**src/rtl/fetch_queue_if.sv**
```systemverilog
// fetch_queue_if
//   Bundles the fetch front end's instruction-memory port, the EX redirect
//   and the decode handshake. The master modport is the fetch_queue side;
//   the slave modport is the memory/EX/decode environment.
//   imem_req/imem_addr   : fetch issued this cycle and its address
//   imem_data            : instruction for the previous cycle's request
//   redirect/_addr       : taken branch/jump from EX and its target
//   id_ready             : decode accepts the head entry
//   id_valid/instruction : head entry and its instruction (NOP when empty)
//   id_pc_plus_1         : address of the head instruction + 1
//   count                : prefetch FIFO occupancy
interface fetch_queue_if #(
    parameter int ADDR_W  = 16,
    parameter int INSTR_W = 16,
    parameter int DEPTH   = 4
);
    localparam int CNT_W = $clog2(DEPTH + 1);

    logic               imem_req;
    logic [ADDR_W-1:0]  imem_addr;
    logic [INSTR_W-1:0] imem_data;
    logic               redirect;
    logic [ADDR_W-1:0]  redirect_addr;
    logic               id_ready;
    logic               id_valid;
    logic [INSTR_W-1:0] id_instruction;
    logic [ADDR_W-1:0]  id_pc_plus_1;
    logic [CNT_W-1:0]   count;

    modport master (
        output imem_req, imem_addr, id_valid, id_instruction, id_pc_plus_1, count,
        input  imem_data, redirect, redirect_addr, id_ready
    );

    modport slave (
        input  imem_req, imem_addr, id_valid, id_instruction, id_pc_plus_1, count,
        output imem_data, redirect, redirect_addr, id_ready
    );
endinterface

```
**src/rtl/fetch_queue.sv**
```systemverilog
// fetch_queue
//   Instruction-fetch front end. Owns the PC, issues at most one request per
//   cycle to a 1-cycle synchronous-read instruction memory, buffers returned
//   instructions in a DEPTH-entry FIFO and presents them to decode with a
//   valid/ready handshake. A redirect flushes the FIFO, drops the returning
//   fetch and issues the target fetch in the same cycle.
//   clk, pc_reset (async, active-high) and the fetch_queue_if master modport.
module fetch_queue #(
    parameter int                 ADDR_W    = 16,
    parameter int                 INSTR_W   = 16,
    parameter int                 DEPTH     = 4,
    parameter logic [INSTR_W-1:0] NOP_INSTR = '0
) (
    input  logic          clk,
    input  logic          pc_reset,
    fetch_queue_if.master fq
);
    localparam int CNT_W = $clog2(DEPTH + 1);
    localparam int PTR_W = $clog2(DEPTH);
    localparam logic [CNT_W:0] DEPTH_C = (CNT_W + 1)'(DEPTH);

    typedef struct packed {
        logic [ADDR_W-1:0]  pc_plus_1;
        logic [INSTR_W-1:0] instr;
    } fq_entry_t;

    fq_entry_t          fifo [DEPTH];
    logic [ADDR_W-1:0]  fetch_pc;
    logic [ADDR_W-1:0]  inflight_pc;
    logic               inflight;
    logic [PTR_W-1:0]   rd_ptr;
    logic [PTR_W-1:0]   wr_ptr;
    logic [CNT_W-1:0]   occ;

    logic               head_valid;
    logic               pop;
    logic               push;
    logic               issue;
    logic [CNT_W:0]     pending;
    logic [ADDR_W-1:0]  req_addr;

    assign head_valid = (occ != '0);
    assign req_addr   = fq.redirect ? fq.redirect_addr : fetch_pc;
    assign pop        = head_valid & fq.id_ready & ~fq.redirect;
    assign push       = inflight & ~fq.redirect;

    // Entries held plus the one still coming back, minus the one leaving now.
    // Keeping this below DEPTH reserves a slot for every outstanding fetch,
    // so a push can never find the FIFO full.
    assign pending = {1'b0, occ} + {{CNT_W{1'b0}}, inflight} - {{CNT_W{1'b0}}, pop};

    // A redirect empties the FIFO and discards the returning fetch, so the
    // effective occupancy is zero and the target fetch always has room.
    assign issue = fq.redirect | (pending < DEPTH_C);

    always_ff @(posedge clk or posedge pc_reset) begin
        if (pc_reset) begin
            fetch_pc    <= '0;
            inflight_pc <= '0;
            inflight    <= 1'b0;
            rd_ptr      <= '0;
            wr_ptr      <= '0;
            occ         <= '0;
        end else begin
            inflight <= issue;
            if (issue) begin
                inflight_pc <= req_addr;
                fetch_pc    <= req_addr + ADDR_W'(1);
            end
            if (fq.redirect) begin
                occ    <= '0;
                rd_ptr <= '0;
                wr_ptr <= '0;
            end else begin
                if (push) wr_ptr <= wr_ptr + PTR_W'(1);
                if (pop)  rd_ptr <= rd_ptr + PTR_W'(1);
                case ({push, pop})
                    2'b10:   occ <= occ + CNT_W'(1);
                    2'b01:   occ <= occ - CNT_W'(1);
                    default: occ <= occ;
                endcase
            end
        end
    end

    // Storage needs no reset: the outputs are masked while the FIFO is empty.
    always_ff @(posedge clk) begin
        if (push) begin
            fifo[wr_ptr] <= '{pc_plus_1: inflight_pc + ADDR_W'(1), instr: fq.imem_data};
        end
    end

    assign fq.imem_req       = issue;
    assign fq.imem_addr      = req_addr;
    assign fq.id_valid       = head_valid;
    assign fq.id_instruction = head_valid ? fifo[rd_ptr].instr : NOP_INSTR;
    assign fq.id_pc_plus_1   = head_valid ? fifo[rd_ptr].pc_plus_1 : '0;
    assign fq.count          = occ;
endmodule

```
**src/flat_wrapper.sv**
```systemverilog
// flat-port wrapper written by rule: the top's interface ports become plain ports
module fetch_queue_flat 
#(
    parameter int                 ADDR_W    = 16,
    parameter int                 INSTR_W   = 16,
    parameter int                 DEPTH     = 4,
    parameter logic [INSTR_W-1:0] NOP_INSTR = '0
)
  (clk, pc_reset, fq_imem_req, fq_imem_addr, fq_id_valid, fq_id_instruction, fq_id_pc_plus_1, fq_count, fq_imem_data, fq_redirect, fq_redirect_addr, fq_id_ready);
  fetch_queue_if #(.ADDR_W(ADDR_W), .INSTR_W(INSTR_W), .DEPTH(DEPTH)) fq_i ();
  input  logic clk;
  input  logic pc_reset;
  output wire logic [$bits(fq_i.imem_req)-1:0] fq_imem_req;
  output wire logic [$bits(fq_i.imem_addr)-1:0] fq_imem_addr;
  output wire logic [$bits(fq_i.id_valid)-1:0] fq_id_valid;
  output wire logic [$bits(fq_i.id_instruction)-1:0] fq_id_instruction;
  output wire logic [$bits(fq_i.id_pc_plus_1)-1:0] fq_id_pc_plus_1;
  output wire logic [$bits(fq_i.count)-1:0] fq_count;
  input wire logic [$bits(fq_i.imem_data)-1:0] fq_imem_data;
  input wire logic [$bits(fq_i.redirect)-1:0] fq_redirect;
  input wire logic [$bits(fq_i.redirect_addr)-1:0] fq_redirect_addr;
  input wire logic [$bits(fq_i.id_ready)-1:0] fq_id_ready;
  assign fq_imem_req = fq_i.imem_req;
  assign fq_imem_addr = fq_i.imem_addr;
  assign fq_id_valid = fq_i.id_valid;
  assign fq_id_instruction = fq_i.id_instruction;
  assign fq_id_pc_plus_1 = fq_i.id_pc_plus_1;
  assign fq_count = fq_i.count;
  assign fq_i.imem_data = fq_imem_data;
  assign fq_i.redirect = fq_redirect;
  assign fq_i.redirect_addr = fq_redirect_addr;
  assign fq_i.id_ready = fq_id_ready;
  fetch_queue #(.ADDR_W(ADDR_W), .INSTR_W(INSTR_W), .DEPTH(DEPTH), .NOP_INSTR(NOP_INSTR)) u_core (.clk(clk), .pc_reset(pc_reset), .fq(fq_i));
endmodule
```
**config.mk**
```make
export PLATFORM = sky130hd
export DESIGN_NAME = fetch_queue_flat
export DESIGN_NICKNAME = d
export VERILOG_FILES = /design/src/rtl/fetch_queue_if.sv /design/src/rtl/fetch_queue.sv /design/src/flat_wrapper.sv
export SDC_FILE = /design/constraint.sdc
export NUM_CORES = 1
export LEC_CHECK = 0
export CAP_MARGIN = 20
export CORE_ASPECT_RATIO = 0.5
export CORE_MARGIN = 2
export CORE_UTILIZATION = 35
export CTS_CLUSTER_DIAMETER = 60
export DETAILED_ROUTE_END_ITERATION = 8
export PLACE_DENSITY = 0.62
export SLEW_MARGIN = 20
export SYNTH_ARGS = -nofsm -noshare
export SYNTH_HDL_FRONTEND = slang
export SYNTH_SLANG_ARGS = --single-unit
```
**constraint.sdc**
```tcl
create_clock -name clk -period 16.14 [get_ports clk]
set_input_delay 4.842 -clock clk [delete_from_list [all_inputs] [get_ports clk]]
set_output_delay 4.842 -clock clk [all_outputs]
set_load 0.03 [all_outputs]
```
==> results.md <==
Routing:
- The iteration-0 DRC count of the detailed router is 256.
- In the final routed layout, each cell accounts on average for 17.47 microns.
- The total routed wirelength is 14780 microns.
- Before antenna repair, the detailed router went through 4 iterations.
- For this run, design rule violations remaining after detail routing come to 0.
- The number of nets with antenna violations after routing is 0.
- Dividing the detail-routed via count by the number of cells gives 4.818.
- The detailed router placed 4076 vias in this run.

Power and ir drop:
- In this run the power density over the cells is 197.8 mW/mm^2.
- The worst supply voltage drop on vdd is 0.07686 mV.
- Per report_power, the combinational group accounts for 40.8% of the total.
- The share of power burned in registers is 38.1%.
- Internal power comes to 1.150 mW.
- The share of total power in the clock network is 21.1%.
- The switching part of the total is 36.35%.
- The power spent charging and discharging nets is 0.6567 mW.
- The leakage dissipation is 3.133 nW.

Clock tree:
- The longest clock path from root to sink contains 2 buffers.
- After clock tree synthesis, the clock-pin slew on the worst setup and hold paths is 70 ps.
- The TritonCTS clock tree is done.
- Post-CTS repair changed the size of 0 cells.
- The later-pin clock latency in the skew report is 410 ps.
- The library cell used as clock root buffer is sky130_fd_sc_hd__clkbuf_16.
- In this run, post-CTS hold repair placed 0 buffers.
- Post-CTS timing repair inserted 0 buffers for setup.
- Counting the buffers created by CTS gives 17.
- In this run the number of H-tree levels came out at 4.
- The number of sinks on the clock net is 168.

STA:
- The count of final setup violators is 0.
- The final clock period utilization by the worst path is 79.36%.
- The slew at the pin closest to its max-slew limit is 932.6 ps.
- The worst setup skew after layout is 11.02 ps.
- The final max-slew violation count is 0.
- The minimum clock period after layout is 12810 ps.
- The maximum clock frequency is 78.07 MHz.
- The worst-case headroom to the max-slew limit is 37.83%.
- Adding up every negative setup slack in the final design gives 0 ps.
- The setup slack after layout is 3331 ps.
- The worst hold margin is 516.2 ps.
- Setup repair after global routing left no endpoint under its margin.
- The number of endpoints with negative hold slack in the final report is 0.

Logic synthesis:
- The number of nets produced by synthesis is 517.
- For this run, the leading register cell type out of synthesis is sky130_fd_sc_hd__edfxtp_1.
- The number of synthesized flops with an enable pin is 128.
- The post-synthesis register bit count is 168.
- The commonest cells after synthesis are 128 x sky130_fd_sc_hd__edfxtp_1, 40 x sky130_fd_sc_hd__dfrtp_1, 35 x sky130_fd_sc_hd__nor2b_1, 32 x sky130_fd_sc_hd__mux4_2, 24 x sky130_fd_sc_hd__nor2_1.
- The most instantiated library cell after synthesis is sky130_fd_sc_hd__edfxtp_1.
- The cell taking the most area after synthesis is sky130_fd_sc_hd__edfxtp_1.
- By area the synthesized netlist is led by sky130_fd_sc_hd__edfxtp_1 52%, sky130_fd_sc_hd__dfrtp_1 13%, sky130_fd_sc_hd__mux4_2 9.7%.
- The synthesized design devotes to its leading area cell type 51.64% of total area.
- Averaged over all synthesized cells, the footprint is 15.80 sq um.
- The number of distinct library cells after synthesis is 48.
- Of all flip-flops after synthesis, the portion carrying an async set or reset was 23.81%.
- The part of the Yosys area used for sequential elements is 65.09%.
- Synthesis handed over a netlist of 471 instances.
- The summed instance area of the synthesized netlist is 0.007443 sq mm.
- For this run, the number of Yosys warnings is 0.

Global route:
- The first global-routing pass estimated 23380 microns of wire.
- The number of antenna violations at the first check in global routing is 0.
- Entering global routing, the biggest net connects 47 pins.
- The global route total overflow is 0.
- Global routing used 13.86% of the available tracks across all layers.
- The number of global-route vias before repair came to 4286.

Final layout:
- Measured on the finished design, the core utilization comes to 44.14%.
- The layout-stage area growth over the synthesis result is 22.73%.
- The fill cell total of the finished layout is 1840.
- The antenna diode count is 0.
- The number of nets in the finished design is 606.
- The share of post-route cells with drive strength above 1 is 17.98%.

Floorplanning:
- 89 I/O pins were placed.
- The die covers 0.02252 sq mm.
- The vertical die dimension is 107.1 microns.
- The placement row count is 37.
- The horizontal die dimension is 210.2 microns.
- The initial core utilization is 35.97%.
- After floorplanning, the core was sized to cover 0.02069 sq mm.

Setup path:
- Traced cell by cell, the critical path runs through clkdlybuf4s50_1, buf_4, nor2_1, ha_1, inv_1, ha_1, nand3b_4, a21oi_1, or4_4, clkdlybuf4s50_1.
- The kind of cell adding the most delay to the critical path is buffers and inverters.
- The cell with the largest stage delay on the worst path is sky130_fd_sc_hd__or4_4.
- By startpoint and endpoint, the worst setup path is classified as in -> out.
- The type of destination of the critical path is an output port.
- The delay of the slowest critical-path stage is 770 ps.
- The number of buffers and inverters on the critical path is 4.
- The critical path arrival is 7970 ps.
- The type of element launching the critical path is an input port.
- The highest net fanout along the worst path is 46.
- The worst endpoint required time is 11300 ps.

Min path:
- The path class of the tightest hold or removal check is reg -> reg.

Job:
- The tool flagged a number of max-cap violations equal to 0.

Run status:
- The flow ran to the end, and the final reports show no timing, DRC or antenna violations.

Placement:
- At the placement stage, the worst setup path has a slack of 3308 ps.
- The total half-perimeter wirelength after legalization and detailed placement is 9272 microns.
- The weighted congestion at the end of routability-driven global placement is 0.7772.
- During placement, the flow inserted port buffers numbering 88.
logic make-up (layout without fill, tap and decap cells):
logic type	count (synthesis)	in the layout	synth area share [%]
compound gates	33	33	2.975
simple gates	127	127	9.598
xor+xnor	30	30	3.530
flops	168	168	65.09
fa+ha+maj	10	10	1.782
buf+inv	39	141	2.605
mux	64	64	14.42
power by group through the flow:
stage / Combinational (mW) / Sequential, mW / Clock, mW
after global placement: 0.744 / 0.693 / 0
after CTS: 0.753 / 0.690 / 0.391
after detailed placement: 0.751 / 0.698 / 0
after floorplan: 0.521 / 0.670 / 0
after global routing: 0.801 / 0.705 / 0.410
final: 0.737 / 0.688 / 0.382
path summary, 6_finish.rpt:
check	endpoint	cells past startpoint	startpoint	slack, ps
worst max-delay path	fq_imem_req	10	fq_redirect	3330
worst min-delay path	u_core.fetch_pc[1]$_DFFE_PP0P_	1	u_core.fetch_pc[1]$_DFFE_PP0P_	520
worst max register to register	u_core.fetch_pc[15]$_DFFE_PP0P_	10	u_core.fq.count[2]$_DFFE_PP0P_	12830
worst min register to register	u_core.fetch_pc[1]$_DFFE_PP0P_	1	u_core.fetch_pc[1]$_DFFE_PP0P_	520
max in group asynchronous	u_core.rd_ptr[0]$_DFFE_PP0P_	3	pc_reset	10890
min in group asynchronous	u_core.fq.count[1]$_DFFE_PP0P_	3	pc_reset	4870
metal layers:
| layer | up-vias | global-route usage, % | share of wire (%) |
|---|---|---|---|
| li1 | 1935 | - | - |
| met1 | 2079 | 19.74 | 51 |
| met2 | 60 | 21.38 | 46 |
| met3 | 2 | 3.281 | 2.4 |
| met4 | 0 | 3.647 | 0.33 |
| met5 | - | 0 | 0 |
sequential cells by signal, indices dropped and copies added (netlist names):
name and count:
u_core.fifo 128, u_core.fetch_pc 16, u_core.inflight_pc 16, u_core.fq.count 3, u_core.rd_ptr 2, u_core.wr_ptr 2
u_core.inflight 1
through the flow:
| stage | power (mW) | cell area (sq um) | instances |
|---|---|---|---|
| finish | 1.807 | 9135 | 846 |
| global route | 1.916 | 9135 | 846 |
| CTS | 1.834 | 9135 | 846 |
| detailed placement | 1.449 | 8581 | 814 |
| global placement | 1.436 | 8581 | 814 |
| floorplan | 1.191 | 7443 | 471 |
final cells by class:
| class | count | area, sq um | area share, % |
|---|---|---|---|
| Clock buffer | 19 | 432.9 | 4.739 |
| Tap cell | 273 | 341.6 | 3.739 |
| Clock inverter | 13 | 121.4 | 1.329 |
| Sequential cell | 168 | 4846 | 53.05 |
| Timing Repair Buffer | 93 | 918.4 | 10.05 |
| Inverter | 16 | 60.06 | 0.6574 |
| Multi-Input combinational cell | 264 | 2415 | 26.43 |
cell usage in the layout, fill, tap and decap left out, types with 5 or more instances in the layout:
cell | Yosys | layout
sky130_fd_sc_hd__xor2_1 | 10 | 10
sky130_fd_sc_hd__inv_1 | 16 | 16
sky130_fd_sc_hd__and3_1 | 5 | 5
sky130_fd_sc_hd__nor2_1 | 24 | 24
sky130_fd_sc_hd__mux4_2 | 32 | 32
sky130_fd_sc_hd__nor2b_1 | 35 | 35
sky130_fd_sc_hd__mux2_2 | 23 | 23
sky130_fd_sc_hd__nand3_1 | 15 | 15
sky130_fd_sc_hd__dfrtp_1 | 40 | 39
sky130_fd_sc_hd__a21oi_1 | 15 | 15
sky130_fd_sc_hd__mux2i_1 | 6 | 6
sky130_fd_sc_hd__clkdlybuf4s50_1 | 0 | 88
sky130_fd_sc_hd__edfxtp_1 | 128 | 128
sky130_fd_sc_hd__xnor2_1 | 20 | 20
sky130_fd_sc_hd__buf_4 | 0 | 5
sky130_fd_sc_hd__nand2_1 | 15 | 15
sky130_fd_sc_hd__ha_1 | 9 | 9
sky130_fd_sc_hd__clkbuf_16 | 0 | 17
worst register-to-register path, stage by stage, from the launching register on:
cell,delay [ps]
sky130_fd_sc_hd__dfrtp_1,470
sky130_fd_sc_hd__o31ai_2,590
sky130_fd_sc_hd__nor2_1,90
sky130_fd_sc_hd__ha_1,200
sky130_fd_sc_hd__inv_1,50
sky130_fd_sc_hd__ha_1,240
sky130_fd_sc_hd__nand3b_4,90
sky130_fd_sc_hd__a21oi_1,90
sky130_fd_sc_hd__or4_4,770
sky130_fd_sc_hd__nor4b_1,260
sky130_fd_sc_hd__or3_1,330
(Power assumes the default switching activity.)
